### src/rtl/paint_scheduler_if.sv
// Pixel stream from paint_scheduler toward the LCD writer: valid/ready handshake
// carrying one RGB565 pixel plus first/last frame markers.
interface paint_scheduler_if;
    logic [15:0] pix_data;
    logic        pix_first;
    logic        pix_last;
    logic        pix_valid;
    logic        pix_ready;

    modport master (output pix_data, pix_first, pix_last, pix_valid, input pix_ready);
    modport slave  (input pix_data, pix_first, pix_last, pix_valid, output pix_ready);
endinterface

### src/rtl/paint_scheduler.sv
// Raster coordinate sequencer with credit-limited issue, latency realignment and output FIFO.
// Optional frame cycle counter enabled by defining PAINT_SCHED_PERF_EN.
module paint_scheduler #(
    parameter int H_PIXELS   = 480,
    parameter int V_PIXELS   = 800,
    parameter int PIPE_LAT   = 5,
    parameter int FIFO_DEPTH = 8
) (
    input  logic                clk,
    input  logic                rst,
    input  logic                frame_req,
    output logic                busy,
    output logic                frame_done,
    output logic signed [15:0]  paint_x,
    output logic signed [15:0]  paint_y,
    input  logic [15:0]         paint_color,
    paint_scheduler_if.master   pix,
    output logic [31:0]         frame_cycles
);

    localparam int PTR_W = (FIFO_DEPTH > 1) ? $clog2(FIFO_DEPTH) : 1;
    localparam int CNT_W = $clog2(FIFO_DEPTH + 1);
    localparam int CR_W  = $clog2(FIFO_DEPTH + PIPE_LAT + 1);
    localparam logic [15:0] X_LAST = 16'(H_PIXELS - 1);
    localparam logic [15:0] Y_LAST = 16'(V_PIXELS - 1);

    typedef enum logic [1:0] {S_IDLE, S_RUN, S_DRAIN} state_e;

    typedef struct packed {
        logic        first;
        logic        last;
        logic [15:0] color;
    } pix_t;

    state_e              state_q;
    logic [15:0]         x_q, y_q;
    logic                busy_q;

    logic [PIPE_LAT-1:0] vld_q, vld_d;
    logic [PIPE_LAT-1:0] first_q, first_d;
    logic [PIPE_LAT-1:0] last_q, last_d;

    pix_t                mem_q [FIFO_DEPTH];
    logic [PTR_W-1:0]    wr_ptr_q, wr_ptr_d;
    logic [PTR_W-1:0]    rd_ptr_q, rd_ptr_d;
    logic [CNT_W-1:0]    fifo_cnt_q, fifo_cnt_d;

    logic [CR_W-1:0]     in_flight;
    logic                at_first, at_last;
    logic                issue, push, pop;
    logic                head_valid;
    pix_t                head;
    logic                frame_done_w;

    // NOTE: always_comb uses blocking assignments so each line sees the value
    // computed just above it; the accumulator is defaulted first so no latch forms.
    always_comb begin
        in_flight = '0;
        for (int i = 0; i < PIPE_LAT; i++) begin
            in_flight = in_flight + CR_W'(vld_q[i]);
        end
    end

    assign at_first = (x_q == 16'd0) && (y_q == 16'd0);
    assign at_last  = (x_q == X_LAST) && (y_q == Y_LAST);

    // Every issued coordinate reserves a FIFO slot, so a push can never find it full.
    assign issue = (state_q == S_RUN) &&
                   ((in_flight + CR_W'(fifo_cnt_q)) < CR_W'(FIFO_DEPTH));

    assign head_valid   = (fifo_cnt_q != '0);
    assign head         = mem_q[rd_ptr_q];
    assign push         = vld_q[PIPE_LAT-1];
    assign pop          = head_valid && pix.pix_ready;
    assign frame_done_w = (state_q == S_DRAIN) && pop && head.last;

    // NOTE: the controller keeps state and outputs in one clocked block; all
    // sequential assignments are non-blocking so every register updates together.
    always_ff @(posedge clk or posedge rst) begin
        if (rst) begin
            state_q <= S_IDLE;
            x_q     <= '0;
            y_q     <= '0;
            busy_q  <= 1'b0;
        end else begin
            case (state_q)
                S_IDLE: begin
                    if (frame_req) begin
                        state_q <= S_RUN;
                        x_q     <= '0;
                        y_q     <= '0;
                        busy_q  <= 1'b1;
                    end
                end
                S_RUN: begin
                    if (issue) begin
                        // The final coordinate stays on the bus while the pipe drains.
                        if (at_last) begin
                            state_q <= S_DRAIN;
                        end else if (x_q == X_LAST) begin
                            x_q <= '0;
                            y_q <= y_q + 16'd1;
                        end else begin
                            x_q <= x_q + 16'd1;
                        end
                    end
                end
                S_DRAIN: begin
                    if (frame_done_w) begin
                        state_q <= S_IDLE;
                        busy_q  <= 1'b0;
                    end
                end
                default: begin
                    state_q <= S_IDLE;
                    busy_q  <= 1'b0;
                end
            endcase
        end
    end

    always_comb begin
        vld_d      = vld_q;
        first_d    = first_q;
        last_d     = last_q;
        vld_d[0]   = issue;
        first_d[0] = issue && at_first;
        last_d[0]  = issue && at_last;
        for (int i = 1; i < PIPE_LAT; i++) begin
            vld_d[i]   = vld_q[i-1];
            first_d[i] = first_q[i-1];
            last_d[i]  = last_q[i-1];
        end
    end

    always_ff @(posedge clk or posedge rst) begin
        if (rst) begin
            vld_q   <= '0;
            first_q <= '0;
            last_q  <= '0;
        end else begin
            vld_q   <= vld_d;
            first_q <= first_d;
            last_q  <= last_d;
        end
    end

    always_comb begin
        wr_ptr_d   = wr_ptr_q;
        rd_ptr_d   = rd_ptr_q;
        fifo_cnt_d = fifo_cnt_q;
        if (push) begin
            wr_ptr_d = wr_ptr_q + PTR_W'(1);
        end
        if (pop) begin
            rd_ptr_d = rd_ptr_q + PTR_W'(1);
        end
        case ({push, pop})
            2'b10:   fifo_cnt_d = fifo_cnt_q + CNT_W'(1);
            2'b01:   fifo_cnt_d = fifo_cnt_q - CNT_W'(1);
            default: fifo_cnt_d = fifo_cnt_q;
        endcase
    end

    always_ff @(posedge clk or posedge rst) begin
        if (rst) begin
            wr_ptr_q   <= '0;
            rd_ptr_q   <= '0;
            fifo_cnt_q <= '0;
        end else begin
            wr_ptr_q   <= wr_ptr_d;
            rd_ptr_q   <= rd_ptr_d;
            fifo_cnt_q <= fifo_cnt_d;
        end
    end

    // NOTE: the storage array has no reset; an entry is only read once the
    // count says it was written, and the outputs are forced to zero while empty.
    always_ff @(posedge clk) begin
        if (push) begin
            mem_q[wr_ptr_q] <= '{first: first_q[PIPE_LAT-1],
                                 last:  last_q[PIPE_LAT-1],
                                 color: paint_color};
        end
    end

`ifdef PAINT_SCHED_PERF_EN
    logic [31:0] cyc_cnt_q;

    always_ff @(posedge clk or posedge rst) begin
        if (rst) begin
            cyc_cnt_q <= '0;
        end else if ((state_q == S_IDLE) && frame_req) begin
            cyc_cnt_q <= '0;
        end else if (busy_q) begin
            cyc_cnt_q <= cyc_cnt_q + 32'd1;
        end
    end

    assign frame_cycles = cyc_cnt_q;
`else
    assign frame_cycles = '0;
`endif

    assign busy          = busy_q;
    assign frame_done    = frame_done_w;
    assign paint_x       = $signed(x_q);
    assign paint_y       = $signed(y_q);
    assign pix.pix_valid = head_valid;
    assign pix.pix_data  = head_valid ? head.color : 16'd0;
    assign pix.pix_first = head_valid && head.first;
    assign pix.pix_last  = head_valid && head.last;

endmodule

### src/flat_wrapper.sv
// flat-port wrapper written by rule: the top's interface ports become plain ports
module paint_scheduler_flat 
#(
    parameter int H_PIXELS   = 480,
    parameter int V_PIXELS   = 800,
    parameter int PIPE_LAT   = 5,
    parameter int FIFO_DEPTH = 8
)
  (clk, rst, frame_req, busy, frame_done, paint_x, paint_y, paint_color, frame_cycles, pix_pix_data, pix_pix_first, pix_pix_last, pix_pix_valid, pix_pix_ready);
  paint_scheduler_if pix_i ();
  input  logic clk;
  input  logic rst;
  input  logic frame_req;
  output logic busy;
  output logic frame_done;
  output logic signed [15:0] paint_x;
  output logic signed [15:0] paint_y;
  input  logic [15:0] paint_color;
  output logic [31:0] frame_cycles;
  output wire logic [$bits(pix_i.pix_data)-1:0] pix_pix_data;
  output wire logic [$bits(pix_i.pix_first)-1:0] pix_pix_first;
  output wire logic [$bits(pix_i.pix_last)-1:0] pix_pix_last;
  output wire logic [$bits(pix_i.pix_valid)-1:0] pix_pix_valid;
  input wire logic [$bits(pix_i.pix_ready)-1:0] pix_pix_ready;
  assign pix_pix_data = pix_i.pix_data;
  assign pix_pix_first = pix_i.pix_first;
  assign pix_pix_last = pix_i.pix_last;
  assign pix_pix_valid = pix_i.pix_valid;
  assign pix_i.pix_ready = pix_pix_ready;
  paint_scheduler #(.H_PIXELS(H_PIXELS), .V_PIXELS(V_PIXELS), .PIPE_LAT(PIPE_LAT), .FIFO_DEPTH(FIFO_DEPTH)) u_core (.clk(clk), .rst(rst), .frame_req(frame_req), .busy(busy), .frame_done(frame_done), .paint_x(paint_x), .paint_y(paint_y), .paint_color(paint_color), .pix(pix_i), .frame_cycles(frame_cycles));
endmodule
### config.mk
export PLATFORM = sky130hd
export DESIGN_NAME = paint_scheduler_flat
export DESIGN_NICKNAME = d
export VERILOG_FILES = /design/src/rtl/paint_scheduler_if.sv /design/src/rtl/paint_scheduler.sv /design/src/flat_wrapper.sv
export SDC_FILE = /design/constraint.sdc
export NUM_CORES = 1
export LEC_CHECK = 0
export CORE_MARGIN = 5
export CORE_UTILIZATION = 63
export DETAILED_ROUTE_END_ITERATION = 10
export DONT_BUFFER_PORTS = 1
export PLACE_DENSITY = 0.79
export SLEW_MARGIN = 20
export SYNTH_ARGS = -nofsm -noshare
export SYNTH_HDL_FRONTEND = slang
export SYNTH_SLANG_ARGS = --single-unit
### constraint.sdc
create_clock -name clk -period 3.62 [get_ports clk]
set_clock_uncertainty 0.15 [all_clocks]
set_input_delay 0.543 -clock clk [delete_from_list [all_inputs] [get_ports clk]]
set_output_delay 0.543 -clock clk [all_outputs]
set_load 0.02 [all_outputs]
=== Word level (Yosys, flattened, before mapping) ===
Memories as Yosys holds them, arrays and structs flattened.
Cells that the tools add are included.

* Logic and storage cells: 77
* RAM bits: 144
* Memories kept: 1
* Output and inout port bits: 85
* Input bits: 20
* Register bits: 60

* Bitwise logic cells: 1
* Reduce and logical (&&, ||, !) cells: 20
* Eq/ne operators: 12
* $add $sub $neg: 11
* Magnitude comparators: 1
* Multiplexer cells: 21

{| class="wikitable"
|+ Memory list
! name !! depth !! bits a word !! read ports !! clocked after memory_dff !! write ports !! line !! source
|-
| u_core.mem_q || 8 || 18 || 1 || 0 || 1 || paint_scheduler.sv:43 || <nowiki>pix_t mem_q [FIFO_DEPTH];</nowiki>
|}

{| class="wikitable"
|+ Operator list
! cell !! count
|-
| two-way mux 16 bit || 8
|-
| one-hot mux 16 bit (2 select lines) || 2
|-
| adder 16 x 1 -> 16 bit, second input constant || 2
|-
| zero test 16 bit || 2
|-
| == test 16 x 10 -> 1 bit, second input constant || 1
|-
| == test 16 x 9 -> 1 bit, second input constant || 1
|-
| adder 4 x 1 -> 4 bit || 3
|-
| logical AND 1 bit || 10
|-
| two-way mux 2 bit || 4
|-
| != test 2 bit, second input constant || 4
|-
| one-hot mux 4 bit (2 select lines) || 1
|-
| AND reduction 4 bit || 2
|-
| adder 3 x 1 -> 3 bit, second input constant || 2
|-
| one-hot mux 2 bit (3 select lines) || 1
|-
| AND reduction 5 bit || 1
|-
| adder 4 x 1 -> 4 bit, second input constant || 1
|-
| adder 4 bit || 1
|-
| == test 2 x 1 -> 1 bit, second input constant || 2
|-
| == test 2 bit, second input constant || 2
|-
| < comparator 4 bit, second input constant || 1
|-
| two-way mux 1 bit || 4
|-
| != test 2 x 1 -> 1 bit, second input constant || 2
|-
| nonzero test 2 bit || 2
|-
| nonzero test 4 bit || 1
|-
| 6 further kinds || 6
|}

=== Longest topological paths before layout ===
* Depth in word-level cells: 9
* Mapped depth: 12
* Depth with buffers taken out: 11

=== Least setup slack after synthesis ===
Ideal clock, no wire load.

* Path kind: register to register
* Start: reg u_core.fifo_cnt_q[0]
* End: reg u_core.fifo_cnt_q[3]
* Period minus slack after synthesis: 2.906 ns
* Arrival: 2.633 ns
* Required time: 3.348 ns
* Library setup time: 0.122 ns
* Path buffers: 0
* Stages on the path, launching flop included: 12
* Slack: 0.714 ns
* Cells stage by stage: dfrtp_1 > nor4_2 > inv_1 > nand2_1 > inv_1 > ha_1 > ha_1 > a21o_1 > a21oi_1 > xnor2_1 > nor2_1 > xnor2_1

* Word-level cells in the longest chain between the ends: 4
* Elaborated cells between the ends (all ways): 8
* Classes of those cells: add/sub (2); eq/ne (2); mux (1); reduce/logical (3)

{| class="wikitable"
|+ RTL lines
! item !! line !! source
|-
| from (decl) || paint_scheduler.sv:46 || <nowiki>logic [CNT_W-1:0] fifo_cnt_q, fifo_cnt_d;</nowiki>
|-
| from (signal assigned) || paint_scheduler.sv:173 || <nowiki>fifo_cnt_q <= fifo_cnt_d;</nowiki>
|-
| nonzero test 4 bit * || paint_scheduler.sv:71 || <nowiki>assign head_valid = (fifo_cnt_q != '0);</nowiki>
|-
| net pix_pix_valid || flat_wrapper.sv:23 || <nowiki>output wire logic [$bits(pix_i.pix_valid)-1:0] pix_pix_valid;</nowiki>
|-
| logical AND 1 bit * || paint_scheduler.sv:74 || <nowiki>assign pop = head_valid && pix.pix_ready;</nowiki>
|-
| net u_core.pop || paint_scheduler.sv:50 || <nowiki>logic issue, push, pop;</nowiki>
|-
| == test 2 x 1 -> 1 bit or == test 2 bit (tied branches) || paint_scheduler.sv:158 || <nowiki>case ({push, pop})</nowiki>
|-
| one-hot mux 4 bit (2 select lines) or nonzero test 2 bit (tied branches) || -- ||
|}

The timed path passes the listed nets; every way through them passes the cells marked *.
A chain may end at the register's enable or synchronous reset.

=== Worst setup path in the final report ===
* Start: reg u_core.vld_q[0]
* End: reg u_core.x_q[13] (netlist: u_core.paint_x[13])

* Word-level cells in the longest chain between the ends: 9

{| class="wikitable"
|+ RTL lines
! item !! line !! source
|-
| from (decl) || paint_scheduler.sv:39 || <nowiki>logic [PIPE_LAT-1:0] vld_q, vld_d;</nowiki>
|-
| from (signal assigned) || paint_scheduler.sv:142 || <nowiki>vld_q <= vld_d;</nowiki>
|-
| adder 1 x 1 -> 2 bit || paint_scheduler.sv:60 || <nowiki>in_flight = in_flight + CR_W'(vld_q[i]);</nowiki>
|-
| adder 4 x 1 -> 4 bit (3 in a row) || paint_scheduler.sv:60 ||
|-
| adder 4 bit || paint_scheduler.sv:69 || <nowiki>((in_flight + CR_W'(fifo_cnt_q)) < CR_W'(FIFO_DEPTH));</nowiki>
|-
| < comparator 4 bit || paint_scheduler.sv:69 ||
|-
| logical AND 1 bit || paint_scheduler.sv:68 || <nowiki>assign issue = (state_q == S_RUN) &&</nowiki>
|-
| != test 2 x 1 -> 1 bit (no source line) || -- ||
|-
| AND reduction 4 bit (no source line) || -- ||
|-
| to (signal assigned) || paint_scheduler.sv:104 || <nowiki>x_q <= x_q + 16'd1;</nowiki>
|-
| to (decl) || paint_scheduler.sv:36 || <nowiki>logic [15:0] x_q, y_q;</nowiki>
|}

Every way passes these cells.

==> results.cfg <==
[routing]
top_layer = met5
vias = 5415
routed_via_density = 6.319
dr.pass1.iters = 5
route.met3.wl_mm = 1.406
wl_per_cell_um = 21.97
route.layer.met1.wl_mm = 7.238
drt-initial-drc-count = 345
drc = 0
antenna_left = 0
wl_mm = 18.83
wl_met2_mm = 9.856

[floorplan]
dieArea_sq_um = 17210
die_h_um = 131.2
rows = 44
die_w_um = 131.2
ios = 105
core_sq_um = 14480
start_util_pct = 63.90

[power]
p_leak_uw = 0.003824
power_uw = 8145
p_per_area_nw_per_um2 = 800.6
p_int_uw = 5240
comb_power_share_pct = 34.1
swShare_pct = 35.67
p_sw_uw = 2906
seqPwrFrac_pct = 41.5
vdd_drop_max_uv = 595.8
clkPwrFrac_pct = 24.4

[synthesis]
ys_ff_latch = 204
synthAdderAreaFrac_pct = 2.326
yosysWarnings = 0
netlist_area_sq_um = 9253
synth_mux_area_share_pct = 12.48
synth-compound-area-share_pct = 4.584
syn_avg_cell_area_sq_um = 14.48
ys.flop_type = edfxtp_1
synthSimpleGateAreaFrac_pct = 11.99
ys_seq_area_share_pct = 62.96
synth_edf_count = 144
synthXorXnorAreaFrac_pct = 0.7573
synth_cell_types = 55
async_reset_ff_share_pct = 29.41
syn_inst = 639
synth_top_family_by_area = multiplexers

[sta]
tightest_slew_ps = 952.4
max_slew_margin_pct = 36.23
fmax_mhz = 304.7
post-route-period-util_pct = 90.67
setup_viol = 0
slew_viol_final = 0
fin_crit_ps = 3282
rsz0062_at_grt = false
finalHoldViolCount = 0
setup_tns_ps = 0

[run]
maxCapViolCount = 0

[cells_and_area]
final_nets = 697
antenna_cells = 0
drive_gt1_share_pct = 13.67
area_growth_pct = 9.953

[clock_tree]
cts-hold-fix-buffers = 17
post-cts-setup-buffers = 0
clock_path_buffers = 3
cts_made_buffers = 21
cts.sinks = 204
root_buffer = clkbuf_16
h-tree-depth = 1
cts_tree = built
path_clk_slew_ps = 60
cts_resized = 0
insertion_delay_ps = 480

[global_route]
track_usage_pct = 21.71
grt_pass1_vias = 5654
antenna_found_initial = 1
grt.overflow.total = 0
grt_max_degree = 41
grt_pass1_wl_mm = 30.42

[setup_path]
crit_chain = ha_1 -> inv_1 -> fa_1 -> inv_1 -> ha_1 -> a21oi_1 -> o22ai_1 -> o211ai_1 -> or4_1 -> o211ai_1
path_class = reg -> reg
required_ps = 3810
worst_path_max_delay_cell = o211ai_1
rrSetupSlack_ps = 340
crit_arrival_ps = 3470
endpoint_kind = flip-flop
path_delay_family = compound AO/OA/AOI/OAI gates
cpPeakStageDelay_ps = 800
cp-start-kind = flip-flop
path_max_fanout = 14
timing.critical_path.buf_inv = 2

[placement]
gp_congestion = 0.8776
io_buffer_count = 0
dp_hpwl_mm = 11.63

[worst_hold_path]
min_path_type = in -> reg

[status]
status = completed
cell usage after synthesis, types with 5 or more instances:
cell type / instances / area share [%]
edfxtp_1: 144 / 47
dfrtp_1: 60 / 16
nand2_1: 45 / 1.8
mux4_2: 36 / 8.8
nor2_1: 35 / 1.4
buf_4: 33 / 2.7
mux2i_1: 31 / 3.4
nand3_1: 20 / 1.1
inv_1: 18 / 0.73
clkbuf_1: 16 / 0.65
buf_2: 14 / 0.76
ha_1: 14 / 1.9
nand4_1: 13 / 0.88
and2_1: 12 / 0.81
nor3_1: 11 / 0.59
o21ai_0: 11 / 0.59
or3_1: 11 / 0.74
o211ai_1: 10 / 0.81
a32oi_1: 9 / 0.85
nor4_1: 9 / 0.61
nand2b_1: 7 / 0.47
or4_1: 7 / 0.57
and3_1: 6 / 0.41
and4_1: 6 / 0.57
xnor2_1: 6 / 0.57
a211oi_1: 5 / 0.41
sequential cells by signal, summed over array words and instances (netlist names):
signal and count:
u_core.mem_q 144, u_core.paint_x 16, u_core.paint_y 16, u_core.first_q 5, u_core.last_q 5, u_core.vld_q 5
u_core.fifo_cnt_q 4, u_core.rd_ptr_q 3, u_core.wr_ptr_q 3, u_core.state_q 2, u_core.busy 1
layer usage:
metal | GRT usage [%] | vias up
met5 | 0 | -
li1 | - | 2434
met3 | 4.817 | 33
met4 | 5.658 | 2
met2 | 38.26 | 198
met1 | 27.41 | 2748
final timing paths:
kind / cells after the start / start / to
worst max-delay path: 10 / u_core.vld_q[0]$_DFF_PP0_ / u_core.paint_x[13]$_DFFE_PP0P_
worst min-delay path: 2 / pix_pix_ready / u_core.rd_ptr_q[0]$_DFFE_PP0P_
worst max register to register: 10 / u_core.vld_q[0]$_DFF_PP0_ / u_core.paint_x[13]$_DFFE_PP0P_
worst min register to register: 0 / u_core.last_q[1]$_DFF_PP0_ / u_core.last_q[2]$_DFF_PP0_
max in group asynchronous: 3 / rst / u_core.paint_y[8]$_DFFE_PP0P_
min in group asynchronous: 2 / rst / u_core.fifo_cnt_q[2]$_DFFE_PP0P_
cells by family after synthesis:
| family | Yosys count |
|---|---|
| buf+inv | 82 |
| other cells | 1 |
| flops | 204 |
| fa+ha+maj | 16 |
| mux | 70 |
| compound gates | 58 |
| simple gates | 200 |
| xor+xnor | 8 |
through the flow:
stage / area (sq um) / setup WS, ps / std cells / util [%] / hold slack, ps
6_report: 10170 / 337.6 / 857 / 70.26 / 182.5
5_1_grt: 10170 / 159.4 / 857 / 70.26 / 207.2
4_1_cts: 10170 / 313.9 / 857 / 70.26 / 177.8
3_5_place_dp: 9379 / 347.6 / 805 / 64.78 / 186.3
3_3_place_gp: 9379 / 490.1 / 805 / 64.78 / 185.6
2_1_floorplan: 9369 / 714.3 / 670 / - / 181.2
cell type report:
cell class	instances	area [sq um]
tap	184	230.2
fill	925	4305
timing repair buffer	32	307.8
clock inverter	3	37.54
sequential	204	5827
multi-input combinational	384	3117
clock buffer	32	586.8
inverter	18	67.56
power groups by stage:
stage                     logic [uW]  registers [uW]  clock network (uW)
after global placement          2680            3390                   0
after floorplan                 2260            3240                   0
after global routing            3040            3440                2110
after CTS                       2820            3380                2020
after detailed placement        2770            3420                   0
final                           2780            3380                1990
placed cells by master, fill, tap and decap left out, types with 20 or more instances in the layout:
cell / count
edfxtp_1: 144
dfrtp_1: 59
nand2_1: 45
mux4_2: 36
nor2_1: 35
conb_1: 32
mux2i_1: 31
clkbuf_16: 21
nand3_1: 20
Note: power is estimated with default switching activity, not from simulation.
